<file path="src/rtl/input_conditioner_pkg.sv">
// ----------------------------------------------------------------------------
// input_conditioner_pkg
// Shared definitions for the input conditioner slice:
//   - test_state_t : encodings of the test-burst FSM (IDLE/COUNT/EMIT)
//   - DEF_*_CYCLES : default debounce / tilt / window cycle counts
//   - sat_inc()    : saturating increment for the 4-bit press counter
// ----------------------------------------------------------------------------
package input_conditioner_pkg;

  typedef enum logic [1:0] {
    IDLE  = 2'd0,
    COUNT = 2'd1,
    EMIT  = 2'd2
  } test_state_t;

  localparam int DEF_DEB_CYCLES    = 20;
  localparam int DEF_GIRO_CYCLES   = 40;
  localparam int DEF_WINDOW_CYCLES = 100;

  localparam int         PULSE_W = 4;
  localparam logic [3:0] CNT_MAX = 4'd15;

  // Press counter sticks at 15 instead of wrapping back to 0.
  function automatic logic [PULSE_W-1:0] sat_inc(input logic [PULSE_W-1:0] v);
    return (v == CNT_MAX) ? v : v + 4'd1;
  endfunction

endpackage

</file>
<file path="src/rtl/input_conditioner_debounce.sv">
// ----------------------------------------------------------------------------
// debounce
// Two-flop synchronizer followed by a steady-hold counter. The output level
// toggles only after the synchronized input has disagreed with it for CYCLES
// consecutive clocks; any agreement in between restarts the count.
// Latency from a clean raw edge to the output edge: 2 + CYCLES clocks.
//
// Ports:
//   clk   in  : clock
//   rst   in  : synchronous, active-low reset
//   raw   in  : asynchronous pad input
//   level out : debounced level
// ----------------------------------------------------------------------------
module debounce
  import input_conditioner_pkg::*;
#(
  parameter int CYCLES = DEF_DEB_CYCLES
) (
  input  logic clk,
  input  logic rst,
  input  logic raw,
  output logic level
);

  localparam int             CW       = (CYCLES > 1) ? $clog2(CYCLES) : 1;
  localparam logic [CW-1:0]  CNT_LAST = CW'(CYCLES - 1);

  logic [1:0]    sync;
  logic [CW-1:0] cnt;

  // NOTE: reset is sampled on the clock edge only (synchronous); it is not in
  // the sensitivity list, so a reset pulse must span at least one rising edge.
  always_ff @(posedge clk) begin
    if (!rst) begin
      sync  <= '0;
      cnt   <= '0;
      level <= 1'b0;
    end else begin
      // NOTE: non-blocking assignments let sync[1] take the old sync[0]
      // value, which is what makes this a two-stage shift register.
      sync <= {sync[0], raw};
      if (sync[1] != level) begin
        if (cnt == CNT_LAST) begin
          level <= ~level;
          cnt   <= '0;
        end else begin
          cnt <= cnt + CW'(1);
        end
      end else begin
        cnt <= '0;
      end
    end
  end

endmodule

</file>
<file path="src/rtl/input_conditioner.sv">
// ----------------------------------------------------------------------------
// input_conditioner
// Debounces six raw pad inputs and turns bursts of test presses into a single
// counted strobe.
//
// Ports:
//   clk, rst                        : clock, synchronous active-low reset
//   raw_sleep/awake/feed/play/test  : raw button pads (async)
//   raw_giro                        : raw tilt switch pad (async)
//   botonSleep/Awake/Feed/Play  out : debounced button levels
//   giro                        out : debounced tilt level (longer filter)
//   botonTest                   out : one-cycle strobe closing a test burst
//   pulseTest[3:0]              out : presses in the burst (0 unless strobe)
//
// Test burst: each rising edge of the debounced test level counts one press.
// The window timer restarts on every press; once it has run WINDOW_CYCLES
// cycles without a press the count is emitted for one cycle.
// ----------------------------------------------------------------------------
module input_conditioner
  import input_conditioner_pkg::*;
#(
  parameter int DEB_CYCLES    = DEF_DEB_CYCLES,
  parameter int GIRO_CYCLES   = DEF_GIRO_CYCLES,
  parameter int WINDOW_CYCLES = DEF_WINDOW_CYCLES
) (
  input  logic               clk,
  input  logic               rst,
  input  logic               raw_sleep,
  input  logic               raw_awake,
  input  logic               raw_feed,
  input  logic               raw_play,
  input  logic               raw_test,
  input  logic               raw_giro,
  output logic               botonSleep,
  output logic               botonAwake,
  output logic               botonFeed,
  output logic               botonPlay,
  output logic               giro,
  output logic               botonTest,
  output logic [PULSE_W-1:0] pulseTest
);

  // Timer must hold WINDOW_CYCLES-1; it leaves COUNT at that value, so it
  // can never wrap.
  localparam int            TW         = $clog2(WINDOW_CYCLES + 1);
  localparam logic [TW-1:0] TIMER_LAST = TW'(WINDOW_CYCLES - 1);

  logic test_lvl;
  logic test_q;
  logic test_rise;

  debounce #(.CYCLES(DEB_CYCLES))  u_deb_sleep (.clk(clk), .rst(rst), .raw(raw_sleep), .level(botonSleep));
  debounce #(.CYCLES(DEB_CYCLES))  u_deb_awake (.clk(clk), .rst(rst), .raw(raw_awake), .level(botonAwake));
  debounce #(.CYCLES(DEB_CYCLES))  u_deb_feed  (.clk(clk), .rst(rst), .raw(raw_feed),  .level(botonFeed));
  debounce #(.CYCLES(DEB_CYCLES))  u_deb_play  (.clk(clk), .rst(rst), .raw(raw_play),  .level(botonPlay));
  debounce #(.CYCLES(DEB_CYCLES))  u_deb_test  (.clk(clk), .rst(rst), .raw(raw_test),  .level(test_lvl));
  debounce #(.CYCLES(GIRO_CYCLES)) u_deb_giro  (.clk(clk), .rst(rst), .raw(raw_giro),  .level(giro));

  assign test_rise = test_lvl & ~test_q;

  test_state_t          state;
  logic [PULSE_W-1:0]   cnt;
  logic [TW-1:0]        timer;

  always_ff @(posedge clk) begin
    if (!rst) begin
      state     <= IDLE;
      cnt       <= '0;
      timer     <= '0;
      test_q    <= 1'b0;
      botonTest <= 1'b0;
      pulseTest <= '0;
    end else begin
      test_q    <= test_lvl;
      // Strobe outputs default low; only the COUNT->EMIT transition raises them.
      botonTest <= 1'b0;
      pulseTest <= '0;
      case (state)
        IDLE: begin
          if (test_rise) begin
            state <= COUNT;
            cnt   <= 4'd1;
            timer <= '0;
          end
        end
        COUNT: begin
          // A press arriving on the expiry cycle keeps the burst open.
          if (test_rise) begin
            cnt   <= sat_inc(cnt);
            timer <= '0;
          end else if (timer == TIMER_LAST) begin
            state     <= EMIT;
            botonTest <= 1'b1;
            pulseTest <= cnt;
          end else begin
            timer <= timer + TW'(1);
          end
        end
        EMIT: begin
          // Presses here are dropped; a new burst needs a rise seen in IDLE.
          state <= IDLE;
          cnt   <= '0;
          timer <= '0;
        end
        default: state <= IDLE;
      endcase
    end
  end

endmodule

</file>
<file path="config.mk">
export PLATFORM = sky130hd
export DESIGN_NAME = input_conditioner
export DESIGN_NICKNAME = d
export VERILOG_FILES = /design/src/rtl/input_conditioner_pkg.sv /design/src/rtl/input_conditioner_debounce.sv /design/src/rtl/input_conditioner.sv
export SDC_FILE = /design/constraint.sdc
export NUM_CORES = 1
export LEC_CHECK = 0
export ABC_AREA = 0
export CORE_UTILIZATION = 27
export CTS_CLUSTER_SIZE = 40
export DETAILED_ROUTE_END_ITERATION = 7
export PLACE_DENSITY = 0.51
export SYNTH_ARGS = -nofsm -noshare
export SYNTH_HDL_FRONTEND = slang
export SYNTH_SLANG_ARGS = --single-unit
export TNS_END_PERCENT = 10
</file>
<file path="constraint.sdc">
create_clock -name clk -period 2 [get_ports clk]
set_clock_uncertainty 0.15 [all_clocks]
set_input_delay 0.4 -clock clk [delete_from_list [all_inputs] [get_ports clk]]
set_output_delay 0.4 -clock clk [all_outputs]
set_load 0.01 [all_outputs]
</file>
==> flow_summary.ini <==
[power_and_ir_drop]
power_leakage_uw = 0.00130
ir_drop_v = 0.000372
power.density_mw_per_mm2 = 803
finalPower_uw = 2680

[worst_setup_path]
critPathArrivalTime_ps = 2000
worstPathRequired_ps = 2130
end_kind = flip-flop
rrSetupSlack_ps = 130
regToRegEndpoint = timer[5]
crit_type = flip-flop to flip-flop
critPathMaxFanout = 6
r2r.worst_path.cells = 5
r2r_start = state[1]
start_kind = flip-flop

[clock_network]
clkSinkCount = 68
cts_setup_buffers = 0
clk_latency_ps = 330
ctsLongestPathBuffers = 2
h-tree-depth = 3
clk_pin_slew_ps = 80
cts_made_buffers = 9
clock-root-buffer = clkbuf_8
cts_resized = 0
cts_tree = built
cts_hold_buf = 0

[detailed_routing]
dr.pass1.iters = 4
vias_per_cell = 4.23
drtAntennaViolNets = 0
vias = 1884
drt-wirelength-per-cell_um = 10.3
drc_errors = 0
drt_wl_total_um = 4570
drt_iter0_drc = 56

[synthesis]
ys_ff_latch = 68
synthMuxAreaShare = 0.0361
yosysSeqAreaShare = 0.491
synth_top_area_cell = dfxtp_1
async_flop_share = 0
synthXorXnorAreaFrac = 0.0790
synthTopCellsByCount = 68 x dfxtp_1, 37 x nor2_1, 25 x nand3_1
syn_avg_cell_area_sq_um = 9.90
synth_top_area_share = 0.491
synth-edff-count = 0
synth_compound_area_frac = 0.0627
syn_area_sq_mm = 0.00277
netlist_instances = 280
yosysWarnings = 0
ys_types = 39
synth_ff_type = dfxtp_1
yosysMostFrequentCell = dfxtp_1
ys_top_cells_by_area = dfxtp_1 49%, xor2_1 5.7%, ha_1 5.4%
yosys.area_share.adder = 0.0542
synth_simple_gate_area_share = 0.244
syn-num-nets = 300
synth_top_family_by_area = simple AND/OR/NAND/NOR gates

[die]
num_rows = 36
chipWidth_um = 103
die_h_um = 103
core_sq_mm = 0.00986
io_pins = 18
start_util = 0.281
fp.dieArea_sq_mm = 0.0107

[sta]
period_minus_slack_ps = 1870
maxSlewHeadroom = 0.712
worst_pin_slew_ps = 425
hold-worst-slack_ps = 285
fin_crit_sh = 0.934
drv_slew = 0
setup_viol = 0
fmax_mhz = 535
hold_viol = 0
grt_setup_unrepaired = false

[cells_and_area]
n_antenna_cell = 0
syn_to_final_growth_pct = 20.3
drive_gt1_frac = 0.112
fill_cells = 986
nets = 327

[global_routing]
first_global_vias = 1760
grt_pass1_wl_um = 7890
grtUsageTotal = 0.0964
antenna_found_initial = 0
grt_max_degree = 24
grt.overflow.total = 0

[hold_path]
min_path_cells = 1
min_to = u_deb_play.sync[1]
hold_class = flip-flop to flip-flop
hp-start = u_deb_play.sync[0]

[place]
hpwl_um = 3200
gp_congestion = 0.699
port_buffers = 17

[run]
drv_cap = 0

[status]
run_status = finished, final reports clean
power breakdown:
group,internal [uW],switching [uW]
clock network,710,538
registers,1370,6.88
logic,29.1,25.3
how the worst max path moves through the flow:
| stage | depth (start not counted) | end | startpoint |
|---|---|---|---|
| floorplan | 6 | timer[3] | state[0] |
| global placement | 5 | timer[3] | rst |
| detailed placement | 5 | timer[5] | rst |
| CTS | 5 | timer[5] | state[1] |
| global route | 5 | timer[3] | state[1] |
| finish | 5 | timer[5] | state[1] |
metrics by stage:
step | worst slack, ps | setup TNS (ps) | instance area, sq um | std cells | util
2_1_floorplan | 173 | 0 | 2770 | 280 | -
3_3_place_gp | 18.1 | 0 | 3110 | 429 | 0.315
3_5_place_dp | -4.49 | -4.49 | 3110 | 429 | 0.315
4_1_cts | 114 | 0 | 3330 | 445 | 0.338
5_1_grt | 34.3 | 0 | 3330 | 445 | 0.338
6_report | 131 | 0 | 3330 | 445 | 0.338
state kept, by name (all words and copies together), names as in the netlist, 4 cells and up:
register / count
cnt: 4
u_deb_giro.cnt: 6
u_deb_play.cnt: 5
u_deb_test.cnt: 5
u_deb_feed.cnt: 5
timer: 7
u_deb_sleep.cnt: 5
pulseTest: 4
u_deb_awake.cnt: 5
final cells by class:
class | count | area [sq um] | area share
repair buffers | 25 | 230 | 0.0690
clock inverters | 7 | 98.8 | 0.0296
clock buffers | 9 | 124 | 0.0371
multi-input cells | 194 | 1320 | 0.396
inverters | 9 | 33.8 | 0.0101
flip-flops and latches | 68 | 1360 | 0.408
well taps | 133 | 166 | 0.0499
layout by cell type (no fill, tap or decap), drive strengths merged:
cell type | synthesis | layout
dfxtp | 68 | 68
nor2 | 37 | 37
nand3 | 25 | 25
xor2 | 18 | 18
and2 | 18 | 18
clkdlybuf4s50 | 0 | 17
nand2 | 12 | 12
ha | 12 | 12
inv | 9 | 11
mux2i | 10 | 10
clkbuf | 3 | 9
buf | 6 | 8
xnor2 | 7 | 7
nor2b | 7 | 7
o21ai | 6 | 6
and3 | 6 | 6
nor3b | 6 | 6
o22a | 5 | 5
a21oi | 5 | 5
a21o | 4 | 4
nand4bb | 2 | 2
nand4b | 2 | 2
bufinv | 0 | 2
clkinv | 0 | 2
nand2b | 1 | 1
or2 | 1 | 1
or4 | 1 | 1
nor4b | 1 | 1
and4b | 1 | 1
nand4 | 1 | 1
nor3 | 1 | 1
a211o | 1 | 1
o2bb2ai | 1 | 1
a32o | 1 | 1
a221o | 1 | 1
o22ai | 1 | 1
clkinvlp | 0 | 1
per-layer routing:
metal  track usage  wire length, um
met5             0                0
met4        0.0455               86
met3        0.0302              132
met2         0.152             2010
met1         0.120             2350
kinds of logic after synthesis:
| logic type | Yosys count |
|---|---|
| and+or+nand+nor | 122 |
| DFF | 68 |
| AOI/OAI and AO/OA | 25 |
| xor gates and xnor gates | 25 |
| buffers and inverters | 18 |
| adders and majority gates | 12 |
| muxes | 10 |
worst max-delay path, cell delays in order (launching register included):
cell and delay, ps:
dfxtp_1 400, inv_1 90, ha_1 220, or4_4 620
nor3b_2 200, o22a_1 130
(Power assumes the default switching activity.)
